===== src/rtl/ddr4_read_training_sweep_ctrl.sv =====
// Read-training sweep engine for one DQ lane delay line: sweeps taps upward,
// scores each tap from the eye-monitor early/late flags, keeps the first passing
// window of at least MIN_WINDOW taps, then walks the delay line back to its centre.
// Ports:
//   FAB_CLK, ARST                      clock, asynchronous active-high reset
//   START                              1-cycle request, accepted only when idle
//   EYE_MONITOR_EARLY/LATE             per-cycle eye-monitor flags for the current tap
//   DELAY_LINE_OUT_OF_RANGE            delay line reports it is at a limit
//   DELAY_LINE_LOAD/MOVE/DIRECTION     delay line control (registered pulses)
//   EYE_MONITOR_CLEAR_FLAGS            1-cycle clear of the eye-monitor flags
//   TRAIN_BUSY/DONE/ERR                training status (DONE/ERR are held levels)
//   TAP_CENTER, WINDOW_WIDTH           result, valid with TRAIN_DONE
module ddr4_read_training_sweep_ctrl #(
   parameter int TAP_W         = 8,
   parameter int MAX_TAP       = 255,
   parameter int SETTLE_CYCLES = 8,
   parameter int SAMPLE_CYCLES = 16,
   parameter int MIN_WINDOW    = 4
) (
   input  logic             FAB_CLK,
   input  logic             ARST,
   input  logic             START,
   input  logic             EYE_MONITOR_EARLY,
   input  logic             EYE_MONITOR_LATE,
   input  logic             DELAY_LINE_OUT_OF_RANGE,
   output logic             DELAY_LINE_LOAD,
   output logic             DELAY_LINE_MOVE,
   output logic             DELAY_LINE_DIRECTION,
   output logic             EYE_MONITOR_CLEAR_FLAGS,
   output logic             TRAIN_BUSY,
   output logic             TRAIN_DONE,
   output logic             TRAIN_ERR,
   output logic [TAP_W-1:0] TAP_CENTER,
   output logic [TAP_W:0]   WINDOW_WIDTH
);

   localparam int CNT_MAX = (SETTLE_CYCLES > SAMPLE_CYCLES) ? SETTLE_CYCLES : SAMPLE_CYCLES;
   localparam int CNT_W   = $clog2(CNT_MAX + 1);

   localparam logic [CNT_W-1:0] SETTLE_LAST = CNT_W'(SETTLE_CYCLES - 1);
   localparam logic [CNT_W-1:0] SAMPLE_LAST = CNT_W'(SAMPLE_CYCLES - 1);
   localparam logic [TAP_W-1:0] TAP_LAST    = TAP_W'(MAX_TAP);
   localparam logic [TAP_W:0]   MIN_W       = (TAP_W + 1)'(MIN_WINDOW);

   typedef enum logic [3:0] {
      S_IDLE, S_LOAD, S_CLEAR, S_SETTLE, S_SAMPLE, S_EVAL,
      S_STEP, S_GAP, S_CENTER, S_MOVE_DN, S_DONE, S_ERROR
   } state_t;

   state_t           state_q;
   logic [TAP_W-1:0] tap_q;
   logic [TAP_W-1:0] first_q;
   logic [TAP_W-1:0] last_q;
   logic             in_win_q;
   logic             fail_q;
   logic [CNT_W-1:0] cnt_q;
   logic [TAP_W-1:0] centre_q;
   logic             dn_phase_q;   // 0: may issue a down-move, 1: idle cycle after it
   logic             dn_moved_q;   // at least one down-move has landed
   logic             load_q;
   logic             move_q;
   logic             dir_q;
   logic             clear_q;
   logic             busy_q;
   logic             done_q;
   logic             err_q;
   logic [TAP_W-1:0] tap_center_q;
   logic [TAP_W:0]   width_q;

   // Window arithmetic done one bit wider so first+last cannot overflow.
   logic [TAP_W:0]   win_width;
   logic [TAP_W:0]   centre_sum;
   logic             win_ok;

   always_comb begin
      win_width  = {1'b0, last_q} - {1'b0, first_q} + (TAP_W + 1)'(1);
      centre_sum = {1'b0, first_q} + {1'b0, last_q};
      win_ok     = in_win_q && (win_width >= MIN_W);
   end

   always_ff @(posedge FAB_CLK or posedge ARST) begin
      if (ARST) begin
         state_q      <= S_IDLE;
         tap_q        <= '0;
         first_q      <= '0;
         last_q       <= '0;
         in_win_q     <= 1'b0;
         fail_q       <= 1'b0;
         cnt_q        <= '0;
         centre_q     <= '0;
         dn_phase_q   <= 1'b0;
         dn_moved_q   <= 1'b0;
         load_q       <= 1'b0;
         move_q       <= 1'b0;
         dir_q        <= 1'b0;
         clear_q      <= 1'b0;
         busy_q       <= 1'b0;
         done_q       <= 1'b0;
         err_q        <= 1'b0;
         tap_center_q <= '0;
         width_q      <= '0;
      end else begin
         // Strobes are single-cycle unless re-armed below.
         load_q  <= 1'b0;
         move_q  <= 1'b0;
         clear_q <= 1'b0;
         case (state_q)
            S_IDLE: begin
               if (START) begin
                  load_q  <= 1'b1;   // LOAD pulse coincides with the LOAD state
                  busy_q  <= 1'b1;
                  done_q  <= 1'b0;
                  err_q   <= 1'b0;
                  state_q <= S_LOAD;
               end
            end
            S_LOAD: begin
               tap_q    <= '0;
               in_win_q <= 1'b0;
               dir_q    <= 1'b1;     // set while no move is in flight
               state_q  <= S_CLEAR;
            end
            S_CLEAR: begin
               // Clear strobe lands one cycle later, so the CLEAR state itself
               // is the idle gap separating it from the preceding LOAD/MOVE.
               clear_q <= 1'b1;
               cnt_q   <= '0;
               state_q <= S_SETTLE;
            end
            S_SETTLE: begin
               if (cnt_q == SETTLE_LAST) begin
                  cnt_q   <= '0;
                  fail_q  <= 1'b0;
                  state_q <= S_SAMPLE;
               end else begin
                  cnt_q <= cnt_q + 1'b1;
               end
            end
            S_SAMPLE: begin
               fail_q <= fail_q | EYE_MONITOR_EARLY | EYE_MONITOR_LATE;
               if (cnt_q == SAMPLE_LAST) begin
                  state_q <= S_EVAL;
               end else begin
                  cnt_q <= cnt_q + 1'b1;
               end
            end
            S_EVAL: begin
               if (!fail_q) begin
                  if (!in_win_q) begin
                     first_q  <= tap_q;
                     in_win_q <= 1'b1;
                  end
                  last_q  <= tap_q;
                  state_q <= S_STEP;
               end else if (win_ok) begin
                  state_q <= S_CENTER;
               end else begin
                  in_win_q <= 1'b0;  // too narrow (or no window): discard
                  state_q  <= S_STEP;
               end
            end
            S_STEP: begin
               if ((tap_q == TAP_LAST) || DELAY_LINE_OUT_OF_RANGE) begin
                  state_q <= win_ok ? S_CENTER : S_ERROR;
               end else begin
                  move_q  <= 1'b1;
                  tap_q   <= tap_q + 1'b1;
                  state_q <= S_GAP;
               end
            end
            S_GAP: begin
               state_q <= S_CLEAR;
            end
            S_CENTER: begin
               centre_q   <= TAP_W'(centre_sum >> 1);
               width_q    <= win_width;
               dir_q      <= 1'b0;
               dn_phase_q <= 1'b0;
               dn_moved_q <= 1'b0;
               state_q    <= S_MOVE_DN;
            end
            S_MOVE_DN: begin
               if (!dn_phase_q) begin
                  // Out-of-range is judged only once a down-move has landed:
                  // the sweep may legitimately have stopped at the upper limit.
                  if (dn_moved_q && DELAY_LINE_OUT_OF_RANGE) begin
                     state_q <= S_ERROR;
                  end else if (tap_q == centre_q) begin
                     state_q <= S_DONE;
                  end else begin
                     move_q     <= 1'b1;
                     tap_q      <= tap_q - 1'b1;
                     dn_phase_q <= 1'b1;
                     dn_moved_q <= 1'b1;
                  end
               end else begin
                  dn_phase_q <= 1'b0;
               end
            end
            S_DONE: begin
               tap_center_q <= tap_q;
               done_q       <= 1'b1;
               busy_q       <= 1'b0;
               state_q      <= S_IDLE;
            end
            S_ERROR: begin
               err_q        <= 1'b1;
               busy_q       <= 1'b0;
               tap_center_q <= '0;
               width_q      <= '0;
               state_q      <= S_IDLE;
            end
            default: begin
               state_q <= S_IDLE;
            end
         endcase
      end
   end

   assign DELAY_LINE_LOAD         = load_q;
   assign DELAY_LINE_MOVE         = move_q;
   assign DELAY_LINE_DIRECTION    = dir_q;
   assign EYE_MONITOR_CLEAR_FLAGS = clear_q;
   assign TRAIN_BUSY              = busy_q;
   assign TRAIN_DONE              = done_q;
   assign TRAIN_ERR               = err_q;
   assign TAP_CENTER              = tap_center_q;
   assign WINDOW_WIDTH            = width_q;

endmodule


===== config.mk =====
export PLATFORM = sky130hd
export DESIGN_NAME = ddr4_read_training_sweep_ctrl
export DESIGN_NICKNAME = d
export VERILOG_FILES = /design/src/rtl/ddr4_read_training_sweep_ctrl.sv
export SDC_FILE = /design/constraint.sdc
export NUM_CORES = 1
export LEC_CHECK = 0
export ABC_AREA = 1
export CAP_MARGIN = 20
export CORE_UTILIZATION = 50
export DETAILED_ROUTE_END_ITERATION = 6
export PLACE_DENSITY = 0.71
export SKIP_LAST_GASP = 1
export SLEW_MARGIN = 15
export SYNTH_ARGS = -nofsm -noshare
export SYNTH_HDL_FRONTEND = slang
export SYNTH_SLANG_ARGS = --single-unit

===== constraint.sdc =====
create_clock -name FAB_CLK -period 4.15 [get_ports FAB_CLK]
set_input_delay 0.6225 -clock FAB_CLK [delete_from_list [all_inputs] [get_ports FAB_CLK]]
set_output_delay 0.6225 -clock FAB_CLK [all_outputs]
set_load 0.1 [all_outputs]

==> results.md <==
- Status: finished, final reports clean
- Arrival @ worst endpoint: 2740 ps
- Fin nets: 574
- # rows: 32
- Worst path required time: 4410 ps
- Reg2reg path depth: 15
- Final hold vios: 0
- Initial antenna violation count: 0
- Fin crit share: 59.8%
- Mapped cell area: 4030 sq um
- Commonest non-fill, non-tap cell in the layout: nand2_1
- Unique masters post-synth: 35
- DR pass1 iterations: 4
- Starting Density: 51.9%
- Commonest non-fill, non-tap cells in the layout: nand2_1 (117), inv_1 (73), dfrtp_1 (69)
- Postcts setup bufs: 0
- Routed wl met3: roughly 270 um
- Highest net fanout along the worst path: 9
- CTS buffer count: 9
- Post-synth top area share: 42.9%
- Slew Limit Fails: 0
- Flop-to-flop setup slack: 1670 ps
- DRC viols: 0
- Number of diodes: 0
- Ports: 30
- Die area: around 8400 sq um
- Max-cap viol count: 0
- Routed length on met1: around 4.3 mm
- Final ANT Viol Nets: 0
- Critical Path End Type: register
- DR top layer: met4
- Grt total ovfl: 0
- Synth area leader: dfrtp_1
- Highest clock rate: 0.403 GHz
- Chip Width: 91.8 um
- Pin count of the biggest net entering global routing: 43
- Met2 WL: between 4 and 5 mm
- Final wirelength: 8.98 mm
- Max Buffers Root-to-Sink: 2
- Tot Pwr: 0.00395 W
- Vias: 3,379
- Clock Skews: 5.79 ps
- Chip height: 91.8 um
- Clock slew at reported path FFs: approximately 70 ps
- Synth warnings: 0
- Post-route insts no fill: 640
- Slew headroom: 35.1%
- Syn Nets: 539
- WS Path Type: register to register
- Asr flop ratio synth: between 90% and 100%
- Share of cells above drive strength 1: a little under 7%
- Max IR drop VDD: 0.000447 V
- Vias in the first global route: between 3,000 and 4,000
- CTS resizes: 0
- Slowest stage delay, CP: 380 ps
- Setup-failing EPs final: 0
- Worst hold path type: register to register
- PnR worst setup slack: 1670 ps
- Multi-input gate area: about 2000 sq um
- Mapped Cells: 499
- Largest cells by area after synthesis: dfrtp_1 (43%), nand2_1 (11%), ha_1 (9.6%), inv_1 (6.9%), o21ai_0 (6.2%)
- Syn Area/Cell: slightly above 8 sq um
- CTS sink count: 69
- CP Cell Sequence: inv_1, nor2_1, nand2_1, inv_1, ha_1, nand2_1, inv_1, o21ai_0, nand2_1, nand2_1, nand2_1, a21oi_1, xnor2_1, nand2_1, o21ai_0
- Sequential-to-total area share from yosys stat: 42.9%
- Slowest CP cell: dfrtp_1
- Seq cells post-synth: 69
- Dpl hpwl: around 6.6 mm
- Worst hold path depth: 2
- Fillers: about 710
- Most Frequent Cell on Critical Path: nand2_1
- Number of synthesized flops with an enable pin: 0
- Routed len/inst: 14.0 um
- RSZ-0062 raised after global routing: no
- Clock period minus worst slack: approximately 2500 ps
- Clock Latency Late Sink: approximately 340 ps
- Worst setup SP type: register
- Register area: approximately 1700 sq um
- DR vias/cell: 5.28
- Setup TNS: 0 ps
- Least-Margin Pin Slew: 971 ps
- Placer Congestion: 0.878
- Synthesis-to-finish area growth: 14.8%
- DP Worst Slack: 1730 ps
- Placed cell count: 625
- CTS Root Cell: clkbuf_8
- Power density cells: 854 nW/um^2
- GRT Total Usage: roughly 23%
- CTS Hold Bufs: 0
- # H-tree levels: 3
- First-pass GRT wire length: 15.4 mm
- Main flop type after synthesis: dfrtp_1
- # port buffers: 29
- Pleak: 2.38 nW
- CTS tree: built
- Number of DRC markers in iteration 0: 177
- Core area: 7770 sq um
## cell type report
class	count	share of cell area, %
clock buffer	11	3.27
clock inverter	4	1.03
inverter	77	6.25
multi-input combinational	346	42.7
sequential	69	37.3
tap	102	2.76
timing repair buffer	31	6.60
## sequential cells by signal, summed over array words and instances (netlist names), 4 cells and up
register / count
cnt_q: 5
WINDOW_WIDTH: 9
state_q: 4
centre_q: 8
first_q: 8
last_q: 8
tap_q: 8
TAP_CENTER: 8
## cell usage after synthesis, types with 3 or more instances
cell,count
nand3_1,32
inv_2,3
or2_2,3
clkbuf_1,4
nand2_1,117
o21ai_2,8
inv_1,74
fa_1,3
a21oi_1,18
o21ai_0,50
ha_1,31
dfrtp_1,69
xnor2_1,10
nor3_1,5
xor2_1,5
nand4_1,5
o22ai_1,3
nor2_1,35
## power by group
group | switching, W | internal (W)
clock network | 0.000247 | 0.000305
registers | 0.000166 | 0.000882
logic | 0.00162 | 0.000725
total | 0.00203 | 0.00191
## logic make-up after synthesis
kind of cell,count (synthesis),synth area share [%]
AND/OR/NAND/NOR,206,21.9
flip-flops,69,42.9
adder cells (fa/ha/maj),34,11.1
buffers and inverters,84,8.08
AO/OA/AOI/OAI,91,12.8
XOR/XNOR,15,3.26
## layer usage
metal	track usage, %	vias up
li1	-	1679
met1	32.2	1586
met2	36.2	88
met3	3.32	26
met4	10.7	0
met5	0	-
## critical path: cells and delay by family, from the launching register on
family / cells / cell delay (ps)
simple gates: 7 / 750
buf+inv: 3 / 440
flops: 1 / 380
compound gates: 3 / 370
fa+ha+maj: 1 / 330
xor+xnor: 1 / 140
## final timing paths
check                                          start              endpoint
worst max-delay path                      state_q[3]              tap_q[6]
worst min-delay path            DELAY_LINE_DIRECTION  DELAY_LINE_DIRECTION
worst max register to register            state_q[3]              tap_q[6]
worst min register to register  DELAY_LINE_DIRECTION  DELAY_LINE_DIRECTION
max in group asynchronous                       ARST             last_q[3]
min in group asynchronous                       ARST              cnt_q[3]
## metrics by stage
| step | area (sq um) | hold slack (ps) | utilization (%) |
|---|---|---|---|
| global route | 4620 | 513 | 59.5 |
| finish | 4620 | 471 | 59.5 |
| detailed placement | 4420 | 460 | 57.0 |
| floorplan | 4030 | 467 | - |
| global placement | 4420 | 455 | 57.0 |
| CTS | 4620 | 478 | 59.5 |
Power figures use the tool's default switching activity.
==> variant (same flow settings) <==
Set the parameter `TAP_W` to 10 (it was 8).
--- a/src/rtl/ddr4_read_training_sweep_ctrl.sv
+++ b/src/rtl/ddr4_read_training_sweep_ctrl.sv
@@ -13,3 +13,3 @@
 module ddr4_read_training_sweep_ctrl #(
-   parameter int TAP_W         = 8,
+   parameter int TAP_W         = 10,
    parameter int MAX_TAP       = 255,
Interface: changed (resized TAP_CENTER and WINDOW_WIDTH); port bits go from 30 to 34. No check against the original RTL was run, so the function may have changed too.
==> variant against the original RTL <==
Power grew 13%; routed wire length up 23%; count of clock-buffer cells in the layout is 2 lower; combinational power increased by 12%; final area grew 21%; area after synthesis up 23%; sequential cell count is 12 higher; non-clock buffer count increased by 4; worst setup slack got worse by 170 ps.
==> variant: results (changes against the original RTL) <==
metric	value	unit	change
worst-path fanout max	4		-5
placed cell count	774		+24%
slowest stage delay, CP	430	ps	+50 ps
via count	4116		+22%
most common cell in the netlist	nand2_1		
clock slew at reported path FFs	90	ps	+20 ps
# resized after CTS	0		unchanged
Layout Nets	704		+23%
max_slew headroom	0.3466		-0.004366
top post-synthesis cells by area	dfrtp_1 41%, nand2_1 11%, ha_1 9.8%		
port buffer count	33		+14%
Seq/Total Area, Yosys	0.4088		-0.01992
Hold-fix buffers, CTS	0		unchanged
n_diodes	0		unchanged
Num CTS Buffers	9		unchanged
CP startpoint	last_q[1]		
Filler cells	845		+19%
All-Layer GR Usage	0.2369		+0.004471
Root Buffer	clkbuf_8		
maxcap violations	0		unchanged
setup slack at placement	1513	ps	-220.9 ps
status	complete, no violations		
worst hold path class	flop to flop		
Max Root-Sink Buffers	2		unchanged
postcts setup bufs	0		unchanged
initial antenna violation count	0		unchanged
crit path DAT	2950	ps	+210 ps
list of most frequent post-synthesis cells	145 x nand2_1, 81 x dfrtp_1, 73 x inv_1		
ys async rst share	1.000		unchanged
Avg Synthesized Cell Area	7.959	um2	-1.4%
Slowest-stage cell, CP	fa_1		
Clk Latency, worst-skew pair	360	ps	+20 ps
HPWL after DPL	8319	um	+25%
reg2reg path depth	18		+3
Leak	2.777	nW	+16%
Yosys warning total	0		unchanged
Worst Hold Launch	TRAIN_ERR		
DRT iter0 DRCs	184		+4.0%
Crit path max-delay family	simple AND/OR/NAND/NOR gates		
number of flip-flops under the largest register name	11		+2
first-pass GRT wire length	19040	um	+24%
clk_skew	13.74	ps	+7.956 ps
Synth cell types	38		+8.6%
drt pass-1 iters	4		unchanged
VDD IR max	0.4414	mV	-1.2%
period utilization	0.6389		+0.04133
Post-synth top flop	dfrtp_1		
worst hold stages	2		unchanged
Mapped Nets	671		+24%
EDFF count, synth	0		unchanged
post-layout instance count excluding filler cells	790		+23%
H-tree levels	3		unchanged
pin count of the biggest net entering global routing	42		-2.3%
per-cell routed wire length	14.01	um	-0.12%
CP endpoint	state_q[1]		
share of layout cells above drive strength 1	0.09077		+0.02200
Final Wtd Congestion	0.9150		+4.3%
variant: layout make-up:
cell class / count / area [um2] / share of cell area
clock inverter: 7 / 101.3 / 0.01804
clock buffer: 9 / 123.9 / 0.02205
timing repair buffer: 35 / 345.3 / 0.06148
sequential: 81 / 2027 / 0.3609
inverter: 89 / 335.3 / 0.05970
multi-input combinational: 440 / 2522 / 0.4491
tap: 129 / 161.4 / 0.02874
variant: per-layer routing:
| metal | vias up | wire [um] | global-route usage |
|---|---|---|---|
| li1 | 2088 | - | - |
| met1 | 1938 | 5272 | 0.3129 |
| met2 | 74 | 5322 | 0.4023 |
| met3 | 16 | 327 | 0.03865 |
| met4 | 0 | 148 | 0.06577 |
| met5 | - | 0 | 0 |
variant: logic make-up (layout without fill, tap and decap cells):
group                    count (synthesis)  count (layout)  synth area share
AND/OR/NAND/NOR                        265             265            0.2339
AO/OA/AOI/OAI                          117             117            0.1360
flip-flops                              81              81            0.4088
adder cells (fa/ha/maj)                 42              42            0.1105
XOR/XNOR                                16              16           0.02826
buffers and inverters                  102             140           0.08251
variant: worst min-delay path: stages, from the launching register on:
cell and delay (ps):
dfrtp_1 350, nand2_1 50, nand2_1 40
variant: how the worst min path moves through the flow:
stage | endpoint | slack [ps]
finish | TRAIN_ERR | 480
CTS | TRAIN_ERR | 480
detailed placement | TRAIN_ERR | 460
global route | TRAIN_ERR | 530
floorplan | centre_q[2] | 470
global placement | TRAIN_ERR | 460
variant: metrics by stage:
stage	hold slack, ps	area, um2
after floorplan	466.0	4959
after global placement	456.8	5391
after detailed placement	457.5	5391
after CTS	480.7	5617
after global routing	527.2	5617
final	477.2	5617
variant: report_power, final:
group	switching [mW]	internal, mW	leakage [nW]
clock network	0.313	0.344	0.106
logic	1.82	0.819	1.58
registers	0.176	0.998	1.09
